[config.mk]
export PLATFORM = sky130hd
export DESIGN_NAME = mem_access_unit
export DESIGN_NICKNAME = d
export VERILOG_FILES = /design/src/rtl/mem_access_unit.sv
export SDC_FILE = /design/constraint.sdc
export NUM_CORES = 1
export LEC_CHECK = 0
export ABC_CLOCK_PERIOD_IN_PS = 5300
export CELL_PAD_IN_SITES_DETAIL_PLACEMENT = 1
export CELL_PAD_IN_SITES_GLOBAL_PLACEMENT = 1
export CORE_MARGIN = 3
export CORE_UTILIZATION = 27
export DETAILED_ROUTE_END_ITERATION = 7
export PLACE_DENSITY = 0.69
export SLEW_MARGIN = 10
export SYNTH_ARGS = -nofsm -noshare
export SYNTH_HDL_FRONTEND = slang
export SYNTH_SLANG_ARGS = --single-unit
[constraint.sdc]
create_clock -name clk_EXMem -period 5.3 [get_ports clk_EXMem]
set_input_delay 1.06 -clock clk_EXMem [delete_from_list [all_inputs] [get_ports clk_EXMem]]
set_output_delay 1.06 -clock clk_EXMem [all_outputs]
set_load 0.005 [all_outputs]
[src/rtl/mem_access_unit.sv]
// ---------------------------------------------------------------------------
// mem_access_unit
//   Memory-stage load/store engine sitting after the EX/MEM register. Issues
//   one outstanding req/ack access on the data bus, stalls upstream stages
//   until it completes, and returns sign/zero-extended load data.
//
// Ports
//   clk_EXMem, rst_EXMem      : clock (rising) / async active-high reset
//   valid_in, load_in         : live slot, instruction is a load
//   we_mask_in[3:0]           : lane byte enables, nonzero = store
//   Half_in/Byte_in/Sign_in   : access size and load sign extension
//   addr_in, wdata_in         : effective address, lane-aligned store data
//   mem_req/we/addr/wdata     : registered bus request
//   mem_ack, mem_rdata        : bus completion and read word
//   stall                     : combinational upstream hold
//   load_data, load_valid     : extended load result and its 1-cycle pulse
//   fault                     : 1-cycle pulse on misalignment or timeout
// ---------------------------------------------------------------------------
module mem_access_unit #(
   parameter int TIMEOUT_CYCLES = 16
) (
   input  logic        clk_EXMem,
   input  logic        rst_EXMem,
   input  logic        valid_in,
   input  logic        load_in,
   input  logic [3:0]  we_mask_in,
   input  logic        Half_in,
   input  logic        Byte_in,
   input  logic        Sign_in,
   input  logic [31:0] addr_in,
   input  logic [31:0] wdata_in,
   output logic        mem_req,
   output logic [3:0]  mem_we,
   output logic [31:0] mem_addr,
   output logic [31:0] mem_wdata,
   input  logic        mem_ack,
   input  logic [31:0] mem_rdata,
   output logic        stall,
   output logic [31:0] load_data,
   output logic        load_valid,
   output logic        fault
);

   typedef enum logic {IDLE, BUSY} state_t;

   localparam logic [4:0] CNT_LAST = 5'(TIMEOUT_CYCLES - 1);

   state_t      state;
   logic [4:0]  cnt;
   logic [1:0]  off_q;
   logic        half_q, byte_q, sign_q, is_load_q;

   logic        is_store, is_access, misaligned, start, timeout_hit;
   logic [31:0] shifted, ext;

   assign is_store  = |we_mask_in;
   assign is_access = valid_in & (load_in | is_store);

   // Byte accesses can sit in any lane; halves may not straddle the word.
   always_comb begin
      misaligned = 1'b0;
      if (Byte_in)      misaligned = 1'b0;
      else if (Half_in) misaligned = (addr_in[1:0] == 2'b11);
      else              misaligned = (addr_in[1:0] != 2'b00);
   end

   assign start       = (state == IDLE) & is_access & ~misaligned;
   assign timeout_hit = (state == BUSY) & ~mem_ack & (cnt == CNT_LAST);
   assign stall       = start | ((state == BUSY) & ~mem_ack & ~timeout_hit);

   // Shifting by the latched byte offset lines the addressed lane(s) up at
   // bit 0; word accesses are always offset 0, so shifted is the raw word.
   assign shifted = mem_rdata >> {off_q, 3'b000};

   always_comb begin
      ext = shifted;
      if (byte_q)
         ext = {{24{sign_q & shifted[7]}}, shifted[7:0]};
      else if (half_q)
         ext = {{16{sign_q & shifted[15]}}, shifted[15:0]};
   end

   always_ff @(posedge clk_EXMem or posedge rst_EXMem) begin
      if (rst_EXMem) begin
         state      <= IDLE;
         cnt        <= '0;
         mem_req    <= 1'b0;
         mem_we     <= '0;
         mem_addr   <= '0;
         mem_wdata  <= '0;
         load_data  <= '0;
         load_valid <= 1'b0;
         fault      <= 1'b0;
         off_q      <= '0;
         half_q     <= 1'b0;
         byte_q     <= 1'b0;
         sign_q     <= 1'b0;
         is_load_q  <= 1'b0;
      end else begin
         load_valid <= 1'b0;
         fault      <= 1'b0;
         case (state)
            IDLE: begin
               if (start) begin
                  mem_addr  <= {addr_in[31:2], 2'b00};
                  // Store wins when both load_in and a write mask are present.
                  mem_we    <= is_store ? we_mask_in : 4'b0000;
                  mem_wdata <= wdata_in;
                  off_q     <= addr_in[1:0];
                  half_q    <= Half_in;
                  byte_q    <= Byte_in;
                  sign_q    <= Sign_in;
                  is_load_q <= ~is_store;
                  mem_req   <= 1'b1;
                  cnt       <= '0;
                  state     <= BUSY;
               end else if (is_access & misaligned) begin
                  fault <= 1'b1;
               end
            end
            BUSY: begin
               // ack is checked first so a last-cycle ack completes normally.
               if (mem_ack) begin
                  mem_req <= 1'b0;
                  state   <= IDLE;
                  if (is_load_q) begin
                     load_data  <= ext;
                     load_valid <= 1'b1;
                  end
               end else if (cnt == CNT_LAST) begin
                  mem_req   <= 1'b0;
                  fault     <= 1'b1;
                  load_data <= '0;
                  state     <= IDLE;
               end else if (cnt != 5'h1F) begin
                  cnt <= cnt + 5'd1;
               end
            end
            default: state <= IDLE;
         endcase
      end
   end

endmodule
==> results of run 1 <==
==> routing by layer <==
layer,part of all wire,wire [um],vias up,GRT usage
met1,0.40,6371,2032,0.1820
met5,0,0,-,0
li1,-,-,1833,-
met2,0.51,8259,158,0.2778
met4,0.020,316,0,0.05203
met3,0.072,1153,25,0.06149
==> worst min-delay path: stages, from the launching register on <==
cell     delay (ns)
dfrtp_1        0.34
nand2_1        0.05
o21ai_0        0.06
==> power breakdown <==
group	total (W)	switching (W)	internal, W
combinational	0.00117	0.000416	0.000752
clock	0.00125	0.000402	0.000848
sequential	0.00134	0.000212	0.00113
==> layout make-up <==
class                      instances  share of cell area
sequential                       113              0.3575
tap                              229             0.03623
inverter                           6            0.003164
clock buffer                      23             0.06296
clock inverter                     9             0.01914
multi-input combinational        252              0.2517
timing repair buffer             214              0.2693
==> cells in the final DEF (no fill, tap or decap), types with 12 or more instances in the layout <==
cell	count
clkbuf_16	17
clkdlybuf4s50_1	209
dfrtp_1	113
mux2_2	71
mux2i_1	17
nand2_1	38
nor2_1	12
o21ai_0	42
==> cells by family after synthesis <==
logic type	Yosys count
buffers and inverters	35
AO/OA/AOI/OAI	85
AND/OR/NAND/NOR	63
flip-flops	113
XOR/XNOR	2
adder cells (fa/ha/maj)	4
multiplexers	96
other	1
==> state kept, by name, indices dropped and copies added (netlist names), 2 cells and up <==
name / count
mem_wdata: 32
cnt: 5
load_data: 32
mem_addr: 30
off_q: 2
mem_we: 4
==> worst paths after layout <==
check                                          startpoint  slack, ns                         to  cells after the start
worst min-delay path            load_data[24]$_DFFE_PP0P_       0.47  load_data[24]$_DFFE_PP0P_                      2
max in group asynchronous                       rst_EXMem       2.96   load_data[5]$_DFFE_PP0P_                      3
worst max register to register       off_q[1]$_DFFE_PP0P_       2.70  load_data[15]$_DFFE_PP0P_                      4
worst max-delay path                        we_mask_in[1]       1.32                      stall                      6
min in group asynchronous                       rst_EXMem       1.20   load_data[0]$_DFFE_PP0P_                      2
worst min register to register  load_data[24]$_DFFE_PP0P_       0.47  load_data[24]$_DFFE_PP0P_                      2
==> through the flow <==
step / hold WS (ns) / setup WS [ns]
floorplan: 0.4733 / 1.253
global placement: 0.4658 / 1.345
detailed placement: 0.4688 / 1.306
CTS: 0.4815 / 1.306
global route: 0.5076 / 1.262
finish: 0.4746 / 1.318
==> qor.csv, run 1 <==
stage,metric,value,unit
timing,Worst-Margin Slew,1.050,ns
synthesis,"top cells by area, synth","dfrtp_1 56%, mux2_2 16%, o21ai_0 4.2%, mux2i_1 3.4%, nand2_1 2.8%",
clock_network,Clock transition at path regs,0.05,ns
die,initial cell density of the core,0.2774,
synthesis,Mapped Cells,399,
synthesis,main combinational cell family by area after synthesis,multiplexers,
pwr,total power,0.003761,W
synthesis,Post-synth ARST share,1.000,
route,antenna-violating nets left,0,
synthesis,Yosys Warn Count,0,
route,vias,4048,
clock_network,H-tree depth,4,
timing,Final Max Slew Viols,0,
timing,worst rel slew slack,0.2998,
global_routing,largest net degree at the start of global routing,80,
synthesis,Synth Register Bits,113,
worst_hold_path,Hold Path Class,reg2reg,
route,Total Wirelength,16100,um
worst_setup_path,"most used cell, CP",clkdlybuf4s50_1,
placed_design,DP Area,7259,sq um
placed_design,DPL Wire Length,11730,um
worst_setup_path,"Req. time, crit path",4.24,ns
worst_setup_path,Setup crit start kind,primary input,
layout,Final Util,0.4373,
die,Die Ht,142.3,um
route,residual DRC count,0,
pwr,worst vdd ir,0.2114,mV
timing,Max Clk Rate,251.1,MHz
layout,diodes inserted,0,
layout,final std cells w/o fill,846,
pwr,Power per Cell Area,475.5,nW/um^2
layout,Seq. cell area,2828,sq um
die,core area,18090,sq um
pwr,leakage power,3.306,nW
route,via density per instance,4.785,
placed_design,Placed Cells,814,
layout,Multi-input gate area,1991,sq um
die,die area,20260,sq um
route,Initial DRC Count,138,
clock_network,clk sinks,113,
die,die span in x,142.3,um
route,router iterations before antenna repair,4,
global_routing,Global Route Usage Sum,0.1601,
timing,unrepaired setup endpoints after global routing,no,
clock_network,CTS tree,built,
synthesis,Compound-Gate Fraction of Synth Area,0.1085,
clock_network,post_cts resized,0,
clock_network,clock tree buffer depth,2,
clock_network,postcts setup bufs,0,
timing,min cycle time layout,3.982,ns
synthesis,top-count cell post-synth,dfrtp_1,
clock_network,clk_lat worst skew,0.41,ns
worst_setup_path,CP Max Fanout,2,
worst_setup_path,"Cell Chain, Critical Path","clkdlybuf4s50_1, or4_4, o21ai_2, a211oi_4, o21bai_1, clkdlybuf4s50_1",
layout,proportion of layout cells with a drive suffix above 1,0.1945,
flow_run,max-cap violations,0,
global_routing,grt ovf,0,
synthesis,Adder-Cell Fraction of Synth Area,0.009726,
placed_design,Final GP Congestion,0.7882,
layout,"Area growth, synth to finish",57.63,%
global_routing,vias in the first global route,4607,
synthesis,post-synthesis simple-gate area fraction,0.05561,
route,wire per inst,19.03,um
layout,nets,715,
timing,Clock Skews,0.007476,ns
worst_setup_path,crit end category,output port,
worst_setup_path,critical path arrival,2.92,ns
placed_design,Port Buffers,209,
timing,Setup-failing EPs final,0,
outcome,outcome,completed,
synthesis,Yosys cell types,42,
synthesis,dominant cell type by area after synthesis,dfrtp_1,
clock_network,CTS Hold Bufs,0,
timing,fin crit share,0.7514,
synthesis,mux contribution to synthesized area,0.2172,
synthesis,sequential area share after synthesis,0.5636,
clock_network,CTS Buf Count,17,
worst_setup_path,CP bufs+invs,2,
worst_setup_path,crit path kind,in2out,
clock_network,root buffer cell,clkbuf_16,
synthesis,Mean Syn Cell Area,12.57,sq um
synthesis,Post-synth top flop,dfrtp_1,
synthesis,Post-Synth XOR/XNOR Area,0.003491,
die,row cnt,49,
worst_setup_path,Worst path slowest cell,or4_4,
layout,Filler cells,1904,
synthesis,Post-synth EDFFs,0,
worst_setup_path,Max stage delay on crit path,0.54,ns
worst_setup_path,CP top delay family,buffers and inverters,
synthesis,top cell type's share of synthesized area,0.5636,
layout,cell area after layout,7909,sq um
die,num ports,212,
timing,final setup TNS,0,ns
global_routing,first-pass GRT wire length,25270,um
synthesis,top cells by instance count after synthesis,"113 x dfrtp_1, 71 x mux2_2, 42 x o21ai_0",
global_routing,initial antenna violation count,0,
timing,final hold vios,0,
synthesis,Post-Syn Area,5017,sq um
(Power assumes the default switching activity.)
==> inputs of run 2 (changes only) <==
- ABC_CLOCK_PERIOD_IN_PS: 5300 -> 3600
- PLACE_DENSITY: 0.69 -> 0.72
- clock period: 5.3 -> 3.6 ns (I/O delays scaled with it)
==> run 2 against run 1 <==
Compared with the run above: critical path depth stayed put; utilization is 0.11 points higher; worst setup slack worse by 1.1 ns; sequential power is 45% higher; register-to-register slack worse by 1.5 ns; first-iteration DRC count is 14% lower; sequential cell count stayed put; critical path type unchanged; wire length is 0.52% higher; clock-buffer cell count is 1 lower; combinational power is 51% higher; clock power is 50% higher; critical endpoint unchanged; sequential share of layout area is 0.090 points lower.
==> qor.csv, run 2 (synthesis gave the netlist of run 1 again) <==
stage,metric,value,unit,change
global_routing,first-pass GRT wire length,25620,um,+1.4%
timing,Worst-Margin Slew,1.013,ns,-0.03711 ns
die,core area,18090,sq um,unchanged
worst_hold_path,Hold Path Class,reg2reg,,
route,residual DRC count,0,,unchanged
layout,most frequent cells in the layout,"209 x clkdlybuf4s50_1, 113 x dfrtp_1, 71 x mux2_2, 42 x o21ai_0, 38 x nand2_1",,
worst_setup_path,reg2reg end,load_data[11]$_DFFE_PP0P_,,
layout,Multi-input gate area,1991,sq um,unchanged
worst_hold_path,worst hold path stage count,2,,unchanged
layout,proportion of layout cells with a drive suffix above 1,0.1942,,-0.0003147
clock_network,clock tree buffer depth,2,,unchanged
clock_network,CTS Buf Count,17,,unchanged
clock_network,clk sinks,113,,unchanged
worst_setup_path,CP bufs+invs,2,,unchanged
route,router iterations before antenna repair,4,,unchanged
worst_setup_path,"Req. time, crit path",2.88,ns,-1.36 ns
worst_setup_path,Worst path slowest cell,or4_4,,
die,row cnt,49,,unchanged
route,antenna-violating nets left,0,,unchanged
worst_setup_path,critical path depth,6,,unchanged
route,Total Wirelength,16180,um,+0.52%
placed_design,DP Area,7276,sq um,+0.22%
worst_setup_path,Reg2Reg Depth,7,,+3
layout,Filler cells,1882,,-1.2%
global_routing,Global Route Usage Sum,0.1624,,+0.002288
clock_network,postcts setup bufs,0,,unchanged
layout,top flop regs,"load_data x32, mem_wdata x32, mem_addr x30",,
outcome,outcome,completed,,
clock_network,Clock transition at path regs,0.05,ns,about the same
pwr,Power per Cell Area,703.5,nW/um^2,+48%
die,die span in x,142.3,um,unchanged
worst_hold_path,Hold Crit Start,load_data[31]$_DFFE_PP0P_,,
die,initial cell density of the core,0.2774,,unchanged
worst_setup_path,"most used cell, CP",clkdlybuf4s50_1,,
timing,fin crit share,0.9396,,
flow_run,max-cap violations,0,,unchanged
timing,unrepaired setup endpoints after global routing,no,,
worst_setup_path,CP top delay family,buffers and inverters,,
layout,cell area after layout,7929,sq um,+0.25%
timing,final setup TNS,0,ns,unchanged
placed_design,Port Buffers,209,,unchanged
worst_setup_path,"Cell Chain, Critical Path","clkdlybuf4s50_1, or4_4, o21ai_2, a211oi_4, o21bai_1, clkdlybuf4s50_1",,
layout,"Area growth, synth to finish",58.03,%,
layout,"most common cell after layout, fill and taps aside",clkdlybuf4s50_1,,
route,Initial DRC Count,118,,-14%
worst_setup_path,critical path arrival,2.66,ns,-0.26 ns
global_routing,grt ovf,0,,unchanged
placed_design,DPL Wire Length,11910,um,+1.5%
worst_setup_path,crit path kind,in2out,,
placed_design,Final GP Congestion,0.7777,,-1.3%
worst_setup_path,Reg2Reg Launch Point,cnt[0]$_DFFE_PP0P_,,
worst_setup_path,flop2flop setup slack,1.19,ns,-1.51 ns
worst_setup_path,CP Max Fanout,2,,unchanged
die,die area,20260,sq um,unchanged
worst_setup_path,Max stage delay on crit path,0.57,ns,+0.03 ns
pwr,worst vdd ir,0.3212,mV,+52%
clock_network,H-tree depth,4,,unchanged
clock_network,CTS Hold Bufs,0,,unchanged
clock_network,clk_lat worst skew,0.41,ns,about the same
global_routing,largest net degree at the start of global routing,80,,unchanged
timing,Final Max Slew Viols,0,,unchanged
global_routing,initial antenna violation count,0,,unchanged
worst_setup_path,crit end category,output port,,
route,wire per inst,19.11,um,+0.40%
route,via density per instance,4.763,,-0.46%
timing,Max Clk Rate,295.6,MHz,
pwr,leakage power,3.304,nW,about the same
layout,nets,717,,+0.28%
timing,Setup-failing EPs final,0,,unchanged
layout,diodes inserted,0,,unchanged
timing,Clock Skews,0.009459,ns,+0.001984 ns
clock_network,root buffer cell,clkbuf_16,,
die,num ports,212,,unchanged
layout,Seq. cell area,2828,sq um,unchanged
timing,min cycle time layout,3.382,ns,
clock_network,post_cts resized,0,,unchanged
die,Die Ht,142.3,um,unchanged
global_routing,vias in the first global route,4645,,+0.82%
worst_hold_path,Hold EP,load_data[31]$_DFFE_PP0P_,,
timing,final hold vios,0,,unchanged
timing,worst rel slew slack,0.3245,,+0.02474
worst_setup_path,Setup crit start kind,primary input,,
clock_network,CTS tree,built,,
route,vias,4034,,-0.35%
==> run 2: cell types whose count changed in the layout (fill, tap and decap cells not counted), sizes merged <==
cell and delta:
inv -1, clkinv -2, bufinv +1, clkinvlp +2
clkbuf -1, buf +2
==> run 2: metrics by stage <==
stage / util / hold slack, ns / cells / power [W] / worst slack [ns]
global route: 0.4384 / 0.5093 / 847 / 0.005887 / 0.1469
CTS: 0.4384 / 0.4889 / 847 / 0.005660 / 0.1936
detailed placement: 0.4023 / 0.4764 / 816 / 0.003744 / 0.1977
finish: 0.4384 / 0.4829 / 847 / 0.005578 / 0.2176
floorplan: - / 0.4733 / 400 / 0.002613 / 1.020
global placement: 0.4023 / 0.4695 / 816 / 0.003674 / 0.2552
==> run 2: worst max-delay path by stage <==
| stage | start | endpoint | slack (ns) |
|---|---|---|---|
| 4_1_cts | we_mask_in[0] | stall | 0.19 |
| 6_report | we_mask_in[0] | stall | 0.22 |
| 3_5_place_dp | we_mask_in[0] | stall | 0.20 |
| 3_3_place_gp | we_mask_in[0] | stall | 0.26 |
| 5_1_grt | we_mask_in[0] | stall | 0.15 |
| 2_1_floorplan | Half_in | stall | 1.02 |
==> run 2: layout make-up <==
type,instances,share of cell area
clock buffers,22,0.05981
well taps,229,0.03614
repair buffers,216,0.2705
inverters,6,0.003314
clock inverters,9,0.02257
flip-flops and latches,113,0.3566
multi-input cells,252,0.2511
==> run 2: layer usage <==
metal	vias up	GRT usage	part of all wire
met5	-	0	0
met4	0	0.05203	0.014
met3	20	0.06015	0.080
met2	155	0.2812	0.50
met1	2024	0.1868	0.40
li1	1835	-	-
==> run 2: tightest hold or removal path: stages, from the launching register on <==
cell	delay, ns
dfrtp_1	0.34
nand2_1	0.05
o21ai_0	0.06
==> run 2: power breakdown <==
part,leakage (nW),internal [W],switching [W]
combinational,1.61,0.00111,0.000659
sequential,1.38,0.00167,0.000274
clock,0.312,0.00128,0.000590
